### config.mk
export PLATFORM = sky130hd
export DESIGN_NAME = hazard_ctrl
export DESIGN_NICKNAME = d
export VERILOG_FILES = /design/src/rtl/hazard_ctrl_pkg.sv /design/src/rtl/hazard_ctrl_load_use_detect.sv /design/src/rtl/hazard_ctrl.sv
export SDC_FILE = /design/constraint.sdc
export NUM_CORES = 1
export LEC_CHECK = 0
export BUFFER_PORTS_ARGS = -buffer_cell sky130_fd_sc_hd__buf_2
export CAP_MARGIN = 15
export CORE_MARGIN = 1.5
export CORE_UTILIZATION = 30
export DETAILED_ROUTE_END_ITERATION = 10
export PLACE_DENSITY = 0.63
export SLEW_MARGIN = 20
export SYNTH_ARGS = -nofsm -noshare
export SYNTH_HDL_FRONTEND = slang
export SYNTH_SLANG_ARGS = --single-unit
### constraint.sdc
create_clock -name clk -period 6.4 [get_ports clk]
set_clock_uncertainty 0.15 [all_clocks]
set_input_delay 0.32 -clock clk [delete_from_list [all_inputs] [get_ports clk]]
set_output_delay 0.32 -clock clk [all_outputs]
set_load 0.005 [all_outputs]
### src/rtl/hazard_ctrl_pkg.sv
// ---------------------------------------------------------------------------
// hazard_ctrl_pkg
// Shared types for the pipeline hazard/stall sequencer.
//   fetch_state_t : ibus fetch FSM encoding
//   pipe_ctrl_t   : per-pipeline-register hold/bubble bundle
//   NOP_INSTR     : encoding loaded by a bubbled register (addi x0,x0,0)
// ---------------------------------------------------------------------------
package hazard_ctrl_pkg;

    typedef enum logic [1:0] {
        F_IDLE = 2'd0,
        F_BUSY = 2'd1,
        F_PEND = 2'd2
    } fetch_state_t;

    typedef struct packed {
        logic hold_fd;
        logic hold_de;
        logic hold_em;
        logic bubble_fd;
        logic bubble_de;
        logic bubble_em;
        logic bubble_mw;
    } pipe_ctrl_t;

    localparam logic [31:0] NOP_INSTR = 32'h0000_0013;

    localparam pipe_ctrl_t CTRL_NONE = 7'b000_0000;

endpackage

### src/rtl/hazard_ctrl_load_use_detect.sv
// ---------------------------------------------------------------------------
// load_use_detect
// Combinational load-use comparator: flags when the instruction in decode
// reads the destination of a load currently in execute. x0 never hazards.
// Ports:
//   i_e_is_load, i_e_rd       load in execute and its destination
//   i_d_rs1/2, i_d_use1/2     decode sources and whether they are read
//   o_lu                      hazard present
// ---------------------------------------------------------------------------
module load_use_detect (
    input  logic       i_e_is_load,
    input  logic [4:0] i_e_rd,
    input  logic [4:0] i_d_rs1,
    input  logic [4:0] i_d_rs2,
    input  logic       i_d_use1,
    input  logic       i_d_use2,
    output logic       o_lu
);

    logic w_rd_nz;
    logic w_hit1;
    logic w_hit2;

    assign w_rd_nz = (i_e_rd != 5'd0);
    assign w_hit1  = i_d_use1 & (i_d_rs1 == i_e_rd);
    assign w_hit2  = i_d_use2 & (i_d_rs2 == i_e_rd);
    assign o_lu    = i_e_is_load & w_rd_nz & (w_hit1 | w_hit2);

endmodule

### src/rtl/hazard_ctrl.sv
// ---------------------------------------------------------------------------
// hazard_ctrl
// Stall/flush sequencer for the 5-stage F/D/E/M/W pipeline. Owns the ibus
// fetch handshake, parks redirects that arrive while a fetch is in flight,
// detects load-use hazards and turns dbus wait / redirects into per-register
// hold and bubble controls plus a controlled pc update.
//
// Optional feature: define HAZARD_PERF_EN to build the saturating stall/flush
// performance counters; otherwise perf_* are tied to zero.
//
// Ports:
//   clk, reset                  clock, async active-high reset
//   iresp_data_ok / ireq_valid  ibus handshake
//   mem_req, dresp_data_ok      dbus stall source
//   e_is_load, e_rd, d_rs1/2, d_use1/2   load-use inputs
//   e_redirect, e_target        branch/jump resolution from execute
//   pc_we, pc_src, pc_target    pc register control
//   hold_*, bubble_*            pipeline register control
//   perf_mem, perf_lu, perf_flush        performance counters
// ---------------------------------------------------------------------------
module hazard_ctrl
    import hazard_ctrl_pkg::*;
#(
    parameter int PERF_W = 32,
    parameter int XLEN   = 64
) (
    input  logic              clk,
    input  logic              reset,
    input  logic              iresp_data_ok,
    output logic              ireq_valid,
    input  logic              mem_req,
    input  logic              dresp_data_ok,
    input  logic              e_is_load,
    input  logic [4:0]        e_rd,
    input  logic [4:0]        d_rs1,
    input  logic [4:0]        d_rs2,
    input  logic              d_use1,
    input  logic              d_use2,
    input  logic              e_redirect,
    input  logic [XLEN-1:0]   e_target,
    output logic              pc_we,
    output logic              pc_src,
    output logic [XLEN-1:0]   pc_target,
    output logic              hold_fd,
    output logic              hold_de,
    output logic              hold_em,
    output logic              bubble_fd,
    output logic              bubble_de,
    output logic              bubble_em,
    output logic              bubble_mw,
    output logic [PERF_W-1:0] perf_mem,
    output logic [PERF_W-1:0] perf_lu,
    output logic [PERF_W-1:0] perf_flush
);

    fetch_state_t    r_state;
    fetch_state_t    w_state_nxt;
    logic            r_ibuf_v;
    logic            w_ibuf_nxt;
    logic            r_pend_v;
    logic            w_pend_v_nxt;
    logic [XLEN-1:0] r_pend_pc;
    logic [XLEN-1:0] w_pend_pc_nxt;

    logic            w_lu;
    logic            w_mem_busy;
    logic            w_ireq_valid;
    logic            w_fetch_done;
    logic            w_pend_done;
    logic            w_take_pend;

    pipe_ctrl_t      w_ctrl;
    logic            w_pc_we;
    logic            w_pc_src;
    logic [XLEN-1:0] w_pc_target;

    load_use_detect u_lu (
        .i_e_is_load (e_is_load),
        .i_e_rd      (e_rd),
        .i_d_rs1     (d_rs1),
        .i_d_rs2     (d_rs2),
        .i_d_use1    (d_use1),
        .i_d_use2    (d_use2),
        .o_lu        (w_lu)
    );

    assign w_mem_busy = mem_req & ~dresp_data_ok;

    // While ibuf holds a fetched instruction the pc still points at it, so
    // requesting again would only refetch the same word; the bus is idle
    // until ibuf drains.
    assign w_ireq_valid = (r_state == F_PEND) | ((r_state == F_BUSY) & ~r_ibuf_v);
    assign w_fetch_done = iresp_data_ok & w_ireq_valid;
    assign w_pend_done  = iresp_data_ok & (r_state == F_PEND) & r_pend_v;

    always_comb begin
        w_ctrl        = CTRL_NONE;
        w_pc_we       = 1'b0;
        w_pc_src      = 1'b0;
        w_pc_target   = e_target;
        w_state_nxt   = r_state;
        w_ibuf_nxt    = r_ibuf_v;
        w_pend_v_nxt  = r_pend_v;
        w_pend_pc_nxt = r_pend_pc;
        w_take_pend   = 1'b0;

        if (r_state == F_IDLE) begin
            w_state_nxt = F_BUSY;
        end

        if (w_mem_busy) begin
            w_ctrl.hold_fd   = 1'b1;
            w_ctrl.hold_de   = 1'b1;
            w_ctrl.hold_em   = 1'b1;
            w_ctrl.bubble_mw = 1'b1;
            // The stale instruction of a parked redirect is dropped even
            // during a dbus stall; loading the pc touches no pipeline register.
            if (w_pend_done) begin
                w_take_pend = 1'b1;
            end else if (w_fetch_done) begin
                w_ibuf_nxt = 1'b1;
            end
        end else if (e_redirect) begin
            w_ctrl.bubble_fd = 1'b1;
            w_ctrl.bubble_de = 1'b1;
            w_ibuf_nxt       = 1'b0;
            // With no request outstanding (ibuf full or idle) nothing needs
            // to be drained, so the redirect can load the pc at once.
            if (w_fetch_done || !w_ireq_valid) begin
                w_pc_we      = 1'b1;
                w_pc_src     = 1'b1;
                w_state_nxt  = F_BUSY;
                w_pend_v_nxt = 1'b0;
            end else begin
                w_pend_pc_nxt = e_target;
                w_pend_v_nxt  = 1'b1;
                w_state_nxt   = F_PEND;
            end
        end else if (w_lu) begin
            w_ctrl.hold_fd   = 1'b1;
            w_ctrl.bubble_de = 1'b1;
            if (w_pend_done) begin
                w_take_pend = 1'b1;
            end else if (w_fetch_done) begin
                w_ibuf_nxt = 1'b1;
            end
        end else if (r_state == F_PEND) begin
            w_ctrl.bubble_fd = 1'b1;
            w_take_pend      = w_pend_done;
        end else if (w_fetch_done || r_ibuf_v) begin
            w_pc_we    = 1'b1;
            w_ibuf_nxt = 1'b0;
        end else begin
            w_ctrl.bubble_fd = 1'b1;
        end

        if (w_take_pend) begin
            w_pc_we      = 1'b1;
            w_pc_src     = 1'b1;
            w_pc_target  = r_pend_pc;
            w_state_nxt  = F_BUSY;
            w_pend_v_nxt = 1'b0;
        end
    end

    always_ff @(posedge clk or posedge reset) begin
        if (reset) begin
            r_state   <= F_IDLE;
            r_ibuf_v  <= 1'b0;
            r_pend_v  <= 1'b0;
            r_pend_pc <= '0;
        end else begin
            r_state   <= w_state_nxt;
            r_ibuf_v  <= w_ibuf_nxt;
            r_pend_v  <= w_pend_v_nxt;
            r_pend_pc <= w_pend_pc_nxt;
        end
    end

    // Reset forces a safe pipeline: everything bubbles, nothing holds or fetches.
    assign ireq_valid = ~reset & w_ireq_valid;
    assign pc_we      = ~reset & w_pc_we;
    assign pc_src     = ~reset & w_pc_src;
    assign pc_target  = w_pc_target;
    assign hold_fd    = ~reset & w_ctrl.hold_fd;
    assign hold_de    = ~reset & w_ctrl.hold_de;
    assign hold_em    = ~reset & w_ctrl.hold_em;
    assign bubble_fd  = reset | w_ctrl.bubble_fd;
    assign bubble_de  = reset | w_ctrl.bubble_de;
    assign bubble_em  = reset | w_ctrl.bubble_em;
    assign bubble_mw  = reset | w_ctrl.bubble_mw;

`ifdef HAZARD_PERF_EN
    logic              w_cnt_mem;
    logic              w_cnt_lu;
    logic              w_cnt_flush;
    logic [PERF_W-1:0] r_perf_mem;
    logic [PERF_W-1:0] r_perf_lu;
    logic [PERF_W-1:0] r_perf_flush;

    assign w_cnt_mem   = w_mem_busy;
    assign w_cnt_lu    = ~w_mem_busy & ~e_redirect & w_lu;
    assign w_cnt_flush = ~w_mem_busy & e_redirect;

    always_ff @(posedge clk or posedge reset) begin
        if (reset) begin
            r_perf_mem   <= '0;
            r_perf_lu    <= '0;
            r_perf_flush <= '0;
        end else begin
            if (w_cnt_mem && (r_perf_mem != '1)) begin
                r_perf_mem <= r_perf_mem + PERF_W'(1);
            end
            if (w_cnt_lu && (r_perf_lu != '1)) begin
                r_perf_lu <= r_perf_lu + PERF_W'(1);
            end
            if (w_cnt_flush && (r_perf_flush != '1)) begin
                r_perf_flush <= r_perf_flush + PERF_W'(1);
            end
        end
    end

    assign perf_mem   = r_perf_mem;
    assign perf_lu    = r_perf_lu;
    assign perf_flush = r_perf_flush;
`else
    assign perf_mem   = '0;
    assign perf_lu    = '0;
    assign perf_flush = '0;
`endif

endmodule
==> results of run 1 <==
## routing by layer
layer | wire length [um] | global-route usage, %
met3 | 780 | 3.46
met1 | 3890 | 13.6
met5 | 0 | 0
met4 | 147 | 4.46
met2 | 4520 | 19.1
## layout by cell type, fill, tap and decap left out, types with 6 or more instances in the layout
cell type / n
conb_1: 96
xor2_1: 8
mux2_4: 49
clkbuf_16: 9
mux2_2: 80
nor2_1: 6
dfrtp_1: 68
buf_2: 161
## layout make-up
cell class                      count  share of cell area (%)
Inverter                            4                   0.273
Tap cell                          184                    4.19
Clock buffer                       13                    4.73
Timing Repair Buffer              165                    15.6
Clock inverter                      3                   0.819
Sequential cell                    68                    31.0
Multi-Input combinational cell    280                    43.5
## sequential cells by signal, indices dropped and copies added, names as in the netlist
| name | count |
|---|---|
| r_ibuf_v | 1 |
| r_state | 2 |
| r_pend_pc | 64 |
| r_pend_v | 1 |
## power groups by stage
stage	Clock, W	Combinational (W)	Sequential, W
final	0.000508	0.000582	0.000762
after global routing	0.000546	0.000632	0.000789
after CTS	0.000527	0.000587	0.000758
after detailed placement	0	0.000581	0.000762
after global placement	0	0.000561	0.000755
after floorplan	0	0.000508	0.000727
## cells in the mapped netlist, types with 2 or more instances
| cell | n |
|---|---|
| nand2b_1 | 3 |
| o21ai_0 | 2 |
| nor4_1 | 2 |
| buf_6 | 6 |
| nor2_1 | 6 |
| nand2_1 | 2 |
| mux2_4 | 49 |
| buf_4 | 98 |
| xor2_1 | 8 |
| mux2_2 | 80 |
| buf_2 | 7 |
| o22ai_1 | 3 |
| inv_1 | 4 |
| a21oi_1 | 2 |
| xnor2_1 | 2 |
| dfrtp_1 | 68 |
## path summary, 6_finish.rpt
| check | startpoint | endpoint | slack (ns) | depth (start not counted) |
|---|---|---|---|---|
| max | r_state[0]$_DFF_PP0_ | pc_target[25] | 3.74 | 5 |
| max reg2reg | r_state[0]$_DFF_PP0_ | r_pend_pc[48]$_DFFE_PP0P_ | 3.90 | 5 |
| min reg2reg | r_pend_pc[36]$_DFFE_PP0P_ | r_pend_pc[36]$_DFFE_PP0P_ | 0.35 | 1 |
| min in group asynchronous | reset | r_pend_pc[19]$_DFFE_PP0P_ | 0.18 | 3 |
| min | e_target[58] | r_pend_pc[58]$_DFFE_PP0P_ | 0.08 | 2 |
| max in group asynchronous | reset | r_pend_pc[41]$_DFFE_PP0P_ | 5.31 | 3 |
## metrics by stage
| stage | utilization [%] | instances | total power (W) | hold slack, ns | worst slack (ns) |
|---|---|---|---|---|---|
| after floorplan | - | 463 | 0.00124 | 0.271 | 3.77 |
| after global placement | 35.1 | 700 | 0.00132 | 0.334 | 3.89 |
| after detailed placement | 35.1 | 700 | 0.00134 | 0.338 | 3.87 |
| after CTS | 37.2 | 716 | 0.00187 | 0.0573 | 3.69 |
| after global routing | 37.4 | 717 | 0.00197 | 0.0655 | 3.60 |
| final | 37.4 | 717 | 0.00185 | 0.0773 | 3.74 |
## cell families (layout without fill, tap and decap cells)
group           after synthesis  after routing  synth area share, %
mux                         129            129                 35.7
buf+inv                     115            185                 18.6
flops                        68             68                 37.1
simple gates                 26             26                 3.44
compound gates               19             19                 3.09
xor+xnor                     10             10                 1.91
other cells                   1             96               0.0818
==> impl_metrics.json, run 1 <==
{
  "vdd_drop_max_mv": 0.120,
  "async_reset_ff_share_pct": 100,
  "clkTransAtPathRegs_ns": 0.06,
  "worstHoldPathType": "input port to flip-flop",
  "row_count": 44,
  "worstSetupStartpointType": "flip-flop",
  "diodes": 0,
  "wl_per_cell_um": 13.0,
  "critPathMaxStageDelay_ns": 0.46,
  "arrival_ns": 2.19,
  "firstDrtPassIters": 4,
  "place_area_um2": 5160,
  "power.internal_w": 0.00135,
  "h-tree-depth": 3,
  "clock-root-buffer": "clkbuf_16",
  "max-cap-violations": 0,
  "cts_resized": 0,
  "grt_setup_unrepaired": "false",
  "combPwrFrac_pct": 31.4,
  "grt_pass1_vias": 2967,
  "max_freq_mhz": 375,
  "finalHoldViolations": 0,
  "synth_area_um2": 4580,
  "coreArea_um2": 14700,
  "overflow": 0,
  "vias_per_cell": 4.27,
  "num_vias": 3065,
  "grt_max_degree": 72,
  "ant_nets": 0,
  "layout-drive-gt1-share_pct": 58.7,
  "clk_latency_ns": 0.33,
  "pin_count": 258,
  "p_sw_w": 0.000501,
  "dpl.hpwl_um": 6570,
  "cts.sinks": 68,
  "antenna_found_initial": 0,
  "ys.flop_type": "dfrtp_1",
  "clkPwrFrac_pct": 27.4,
  "maxSlewHeadroom_pct": 39.0,
  "cp_num_buf_inv": 2,
  "fillCellCount": 1475,
  "multiInputGateArea_um2": 2390,
  "area_delta_synth_final_pct": 20.0,
  "leakage_nw": 2.85,
  "ys_ff_latch": 68,
  "portBuffers": 161,
  "swShare_pct": 27.0,
  "crit_fanout": 38,
  "p_seq_share_pct": 41.2,
  "synth_edf_count": 0,
  "cts_tree": "done",
  "crit_chain": "nand2b_1 -> nor3_4 -> buf_4 -> mux2_2 -> buf_2",
  "outcome": "completed",
  "cp_top_family": "buffers and inverters",
  "die_area_um2": 16000,
  "synthTopCellsByArea": "dfrtp_1, mux2_2, buf_4, mux2_4, xor2_1",
  "critPathCaptureType": "primary output",
  "gp_congestion": 0.699,
  "setup_viol": 0,
  "grt_pass1_wl_um": 14400,
  "synth-seq-area-share_pct": 37.1,
  "critical_path_class": "flip-flop to primary output",
  "finalSetupTns_ns": 0,
  "max-clock-path-buffers": 2,
  "fp.dieH_um": 127,
  "seq_area_um2": 1700,
  "drtIter0Drc": 92,
  "yosysTopAreaCell": "dfrtp_1",
  "crit_slowest_cell": "buf_4",
  "cts_hold_buffers": 0,
  "syn_inst": 368,
  "drt-total-wl_um": 9330,
  "period_share_pct": 41.6,
  "postCtsSetupRepairBufs": 0,
  "drc": 0,
  "worst_pin_slew_ns": 0.914,
  "grt_usage_pct": 11.4,
  "start_util_pct": 31.2,
  "critical_path_required_ns": 5.93,
  "power_density_nw_per_um2": 337,
  "fp.dieW_um": 127,
  "finalCriticalPeriod_ns": 2.66,
  "cts_buffers": 9,
  "final_nets": 616,
  "ys_types": 42,
  "syn_area_per_cell_um2": 12.5,
  "yosys_warnings": 0,
  "yosysTopAreaCellShare_pct": 37.1,
  "stdcell_area_um2": 5500,
  "slew_viol_final": 0
}
Power figures use the tool's default switching activity.
==> inputs of run 2 (changes only) <==
- clock period: 6.4 -> 2.6 ns (I/O delays scaled with it)
==> impl_metrics.json, run 2 (synthesis results as in run 1) <==
{
  "power.total_w": 0.00463,
  "cts.sinks": 68,
  "portBuffers": 161,
  "finalCriticalPeriod_ns": 2.46,
  "critical_path_required_ns": 2.32,
  "final_common_cell": "buf_2",
  "worst_pin_slew_ns": 0.537,
  "cts_tree": "done",
  "hold_slack_ns": 0.0876,
  "num_vias": 3339,
  "dp_slack_ns": 0.416,
  "postCtsSetupRepairBufs": 0,
  "critPathMaxStageDelay_ns": 0.48,
  "final_nets": 683,
  "vias_per_cell": 4.26,
  "crit_fanout": 6,
  "drc": 0,
  "antenna_found_initial": 0,
  "outcome": "completed",
  "slew_viol_final": 0,
  "clk_latency_ns": 0.33,
  "power_density_nw_per_um2": 751,
  "ant_nets": 0,
  "finalHoldViolations": 0,
  "worstSetupStartpointType": "flip-flop",
  "cts_resized": 0,
  "gp_congestion": 0.723,
  "fp.dieH_um": 127,
  "layout-drive-gt1-share_pct": 52.3,
  "crit_slowest_cell": "or3b_2",
  "clock-root-buffer": "clkbuf_16",
  "setup_viol": 0,
  "largest_register": "r_pend_pc",
  "period_share_pct": 94.5,
  "cp_top_family": "simple AND/OR/NAND/NOR gates",
  "vdd_drop_max_mv": 0.298,
  "critical_path_class": "flip-flop to primary output",
  "largest_register_ffs": 64,
  "drt-total-wl_um": 10600,
  "wl_per_cell_um": 13.5,
  "max-clock-path-buffers": 2,
  "grt_max_degree": 66,
  "grt_usage_pct": 13.0,
  "finalSetupTns_ns": 0,
  "max_freq_mhz": 407,
  "worstHoldPathType": "input port to flip-flop",
  "setup_ws_ns": 0.143,
  "crit_chain": "or3b_2 -> a31o_2 -> and3_1 -> o311a_1 -> buf_2",
  "critPathCaptureType": "primary output",
  "coreArea_um2": 14700,
  "placedCellCount": 702,
  "dpl.hpwl_um": 6830,
  "max-cap-violations": 0,
  "area_delta_synth_final_pct": 34.7,
  "h-tree-depth": 3,
  "cts_buffers": 9,
  "row_count": 44,
  "grt_pass1_wl_um": 16500,
  "top_regs": "r_pend_pc (64), r_state (2)",
  "r2r_slack_ns": 0.35,
  "die_area_um2": 16000,
  "grt_setup_unrepaired": "false",
  "cp_num_buf_inv": 1,
  "start_util_pct": 31.2,
  "firstDrtPassIters": 4,
  "maxSlewHeadroom_pct": 63.9,
  "arrival_ns": 2.18,
  "drtIter0Drc": 84,
  "final_cell_mix": "buf_2, conb_1, mux2_2, dfrtp_1, dlygate4sd3_1",
  "overflow": 0,
  "pin_count": 258,
  "grt_pass1_vias": 3330,
  "fp.dieW_um": 127,
  "leakage_nw": 3.13,
  "clkTransAtPathRegs_ns": 0.05,
  "fin_cells": 783
}
[run 2: cell types whose count changed in the layout (fill, tap and decap cells not counted)]
cell	change
clkbuf_1	-1
dlygate4sd3_1	+66
diode_2	+1
buf_4	-1
clkinv_2	+1
clkinvlp_4	-2
buf_12	+3
buf_16	-1
[run 2: area by class of cell]
cell class / instances / area [um2]
fillers: 1381 / 8530
multi-input cells: 280 / 2390
flip-flops and latches: 68 / 1700
repair buffers: 232 / 1540
clock buffers: 12 / 256
well taps: 184 / 230
clock inverters: 2 / 35.0
inverters: 4 / 15.0
diodes: 1 / 2.50
[run 2: worst paths after layout]
path                                                 from                        end  depth (start not counted)
min in group asynchronous                           reset       r_ibuf_v$_DFFE_PP0P_                          4
worst min-delay path                            e_is_load       r_ibuf_v$_DFFE_PP0P_                          3
max in group asynchronous                           reset  r_pend_pc[58]$_DFFE_PP0P_                          4
worst max-delay path                 r_ibuf_v$_DFFE_PP0P_                      pc_we                          5
worst max register to register       r_state[0]$_DFF_PP0_  r_pend_pc[32]$_DFFE_PP0P_                          5
worst min register to register  r_pend_pc[22]$_DFFE_PP0P_  r_pend_pc[22]$_DFFE_PP0P_                          1
[run 2: worst register-to-register path, delay by kind of cell, from the launching register on]
kind,cells,cell delay [ns]
muxes,1,0.48
and+or+nand+nor,3,0.86
DFF,1,0.43
buffers and inverters,1,0.22
[run 2: power by group]
group / switching (W) / internal (W)
Sequential: 0.000301 / 0.00159
Combinational: 0.000508 / 0.00101
Clock: 0.000444 / 0.000783
Total: 0.00125 / 0.00338
[run 2: through the flow]
stage	cell area (um2)	util (%)
2_1_floorplan	4940	-
3_3_place_gp	5220	35.5
3_5_place_dp	5220	35.5
4_1_cts	6170	42.0
5_1_grt	6170	42.0
6_report	6170	42.0
[run 2: layer usage]
metal / vias up / wire length (um) / share of wire, % / global-route usage, %
met5: - / 0 / 0 / 0
met4: 0 / 196 / 1.9 / 6.09
met3: 15 / 732 / 6.9 / 3.16
met2: 160 / 5260 / 50 / 22.0
met1: 1618 / 4410 / 42 / 15.5
li1: 1546 / - / - / -
[run 2: what timing repair did]
action	in CTS	in global routing
endpoints found under the hold margin	133	0
endpoints found under the setup margin	0	0
hold buffers	66	0
==> inputs of run 3 (changes only) <==
==> constraint.sdc (replaced) <==
create_clock -name clk -period 2.6 [get_ports clk]
set_clock_uncertainty 0.15 [all_clocks]
set_input_delay 0.26 -clock clk [delete_from_list [all_inputs] [get_ports clk]]
set_output_delay 0.26 -clock clk [all_outputs]
set_load 0.005 [all_outputs]
==> impl_metrics.json, run 3 (synthesis results as in run 1) <==
{
  "diodes": 0,
  "worstHoldPathType": "input port to async pin",
  "fp.dieW_um": 127,
  "h-tree-depth": 3,
  "crit_chain": "nand2b_1 -> nor3_4 -> buf_12 -> mux2_2 -> buf_2",
  "wl_per_cell_um": 13.1,
  "critPathCaptureType": "primary output",
  "vdd_drop_max_mv": 0.307,
  "p_seq_share_pct": 40.4,
  "r2r_start": "r_ibuf_v$_DFFE_PP0P_",
  "pin_count": 258,
  "grt_pass1_wl_um": 14800,
  "critical_path_class": "flip-flop to primary output",
  "largest_register_ffs": 64,
  "row_count": 44,
  "drtIter0Drc": 39,
  "crit_fanout": 37,
  "final_common_cell": "buf_2",
  "portBuffers": 161,
  "final_cell_mix": "buf_2, conb_1, mux2_2, dfrtp_1, mux2_4",
  "die_area_um2": 16000,
  "layout-drive-gt1-share_pct": 59.8,
  "drc": 0,
  "r2r_slack_ns": 0.33,
  "swShare_pct": 27.1,
  "overflow": 0,
  "grt_usage_pct": 11.6,
  "dp_slack_ns": 0.324,
  "grt_max_degree": 38,
  "top_regs": "r_pend_pc (64), r_state (2)",
  "cts_tree": "done",
  "power_density_nw_per_um2": 836,
  "combPwrFrac_pct": 31.3,
  "outcome": "completed",
  "regToRegEndpoint": "r_pend_pc[62]$_DFFE_PP0P_",
  "antenna_found_initial": 0,
  "grt_pass1_vias": 2908,
  "reg2reg_depth": 6,
  "gp_congestion": 0.726,
  "max-cap-violations": 0,
  "finalHoldViolations": 0,
  "arrival_ns": 2.08,
  "setup_viol": 0,
  "critPathMaxStageDelay_ns": 0.45,
  "power.internal_w": 0.00338,
  "setup_ws_ns": 0.112,
  "crit_slowest_cell": "dfrtp_2",
  "slew_viol_final": 0,
  "clock-root-buffer": "clkbuf_16",
  "ant_nets": 0,
  "worstSetupStartpointType": "flip-flop",
  "maxSlewHeadroom_pct": 62.0,
  "leakage_nw": 2.87,
  "worst_pin_slew_ns": 0.570,
  "coreArea_um2": 14700,
  "postLayoutCoreUtil_pct": 37.8,
  "largest_register": "r_pend_pc",
  "clk_latency_ns": 0.33,
  "drt-total-wl_um": 9440,
  "clkPwrFrac_pct": 28.3,
  "cts_buffers": 9,
  "max-clock-path-buffers": 2,
  "area_delta_synth_final_pct": 21.2,
  "max_freq_mhz": 402,
  "dpl.hpwl_um": 6670,
  "p_sw_w": 0.00126,
  "start_util_pct": 31.2,
  "finalCriticalPeriod_ns": 2.49,
  "cts_hold_buffers": 0,
  "num_vias": 3079,
  "clkTransAtPathRegs_ns": 0.06,
  "final_nets": 619,
  "fp.dieH_um": 127,
  "critical_path_required_ns": 2.19,
  "firstDrtPassIters": 4,
  "period_share_pct": 95.7,
  "vias_per_cell": 4.28,
  "cts.sinks": 68
}
run 3: cell types whose count changed in the layout (fill, tap and decap cells not counted), sizes merged:
cell,delta
buf,+2
bufinv,+1
clkbuf,-3
clkinv,+2
clkinvlp,+1
diode,-1
dlygate4sd3,-66
run 3: routing by layer:
| layer | GRT usage (%) | up-vias | share of wire, % |
|---|---|---|---|
| met5 | 0 | - | 0 |
| met4 | 3.52 | 0 | 1.2 |
| met3 | 3.71 | 9 | 7.7 |
| met2 | 19.2 | 161 | 48 |
| met1 | 14.5 | 1482 | 44 |
| li1 | - | 1427 | - |
run 3: how the worst max path moves through the flow:
| stage | start | end | slack, ns |
|---|---|---|---|
| CTS | r_state[0]$_DFF_PP0_ | pc_we | 0.01 |
| detailed placement | mem_req | pc_target[46] | 0.32 |
| global route | r_state[0]$_DFF_PP0_ | pc_target[62] | -0.007 |
| floorplan | reset | pc_we | 0.09 |
| global placement | r_ibuf_v$_DFFE_PP0P_ | pc_we | 0.35 |
| finish | r_state[0]$_DFF_PP0_ | pc_target[62] | 0.11 |
run 3: cell type report:
| type | instances | area, um2 |
|---|---|---|
| clock buffers | 9 | 225 |
| multi-input cells | 280 | 2410 |
| inverters | 4 | 15.0 |
| flip-flops and latches | 68 | 1700 |
| repair buffers | 168 | 883 |
| well taps | 184 | 230 |
| clock inverters | 6 | 90.1 |
| fillers | 1463 | 9150 |
run 3: power by group through the flow:
stage | clock network, W | registers [W] | logic [W]
6_report | 0.00131 | 0.00188 | 0.00145
5_1_grt | 0.00141 | 0.00195 | 0.00158
4_1_cts | 0.00137 | 0.00187 | 0.00145
3_5_place_dp | 0 | 0.00188 | 0.00142
3_3_place_gp | 0 | 0.00186 | 0.00140
2_1_floorplan | 0 | 0.00179 | 0.00125
run 3: worst max-delay path, delay by kind of cell (launching register included):
family | cells | cell delay (ns)
simple gates | 2 | 0.51
flops | 1 | 0.45
buf+inv | 2 | 0.40
mux | 1 | 0.37
run 3: repair_timing:
item / in CTS / in global routing
buffers inserted: 1 / 0
cloned: 0 / 0
endpoints found under the setup margin: 1 / 2
resized for setup: 1 / 4
run 3: per-stage QoR:
step | TNS (ns) | hold slack (ns) | total power (W) | std cells | area, um2
6_report | 0 | 0.0198 | 0.00464 | 719 | 5550
5_1_grt | -0.00653 | 0.00649 | 0.00494 | 719 | 5550
4_1_cts | 0 | 0.00116 | 0.00469 | 719 | 5540
3_5_place_dp | 0 | 0.339 | 0.00330 | 703 | 5210
3_3_place_gp | 0 | 0.333 | 0.00326 | 703 | 5210
2_1_floorplan | 0 | 0.211 | 0.00304 | 463 | 4940
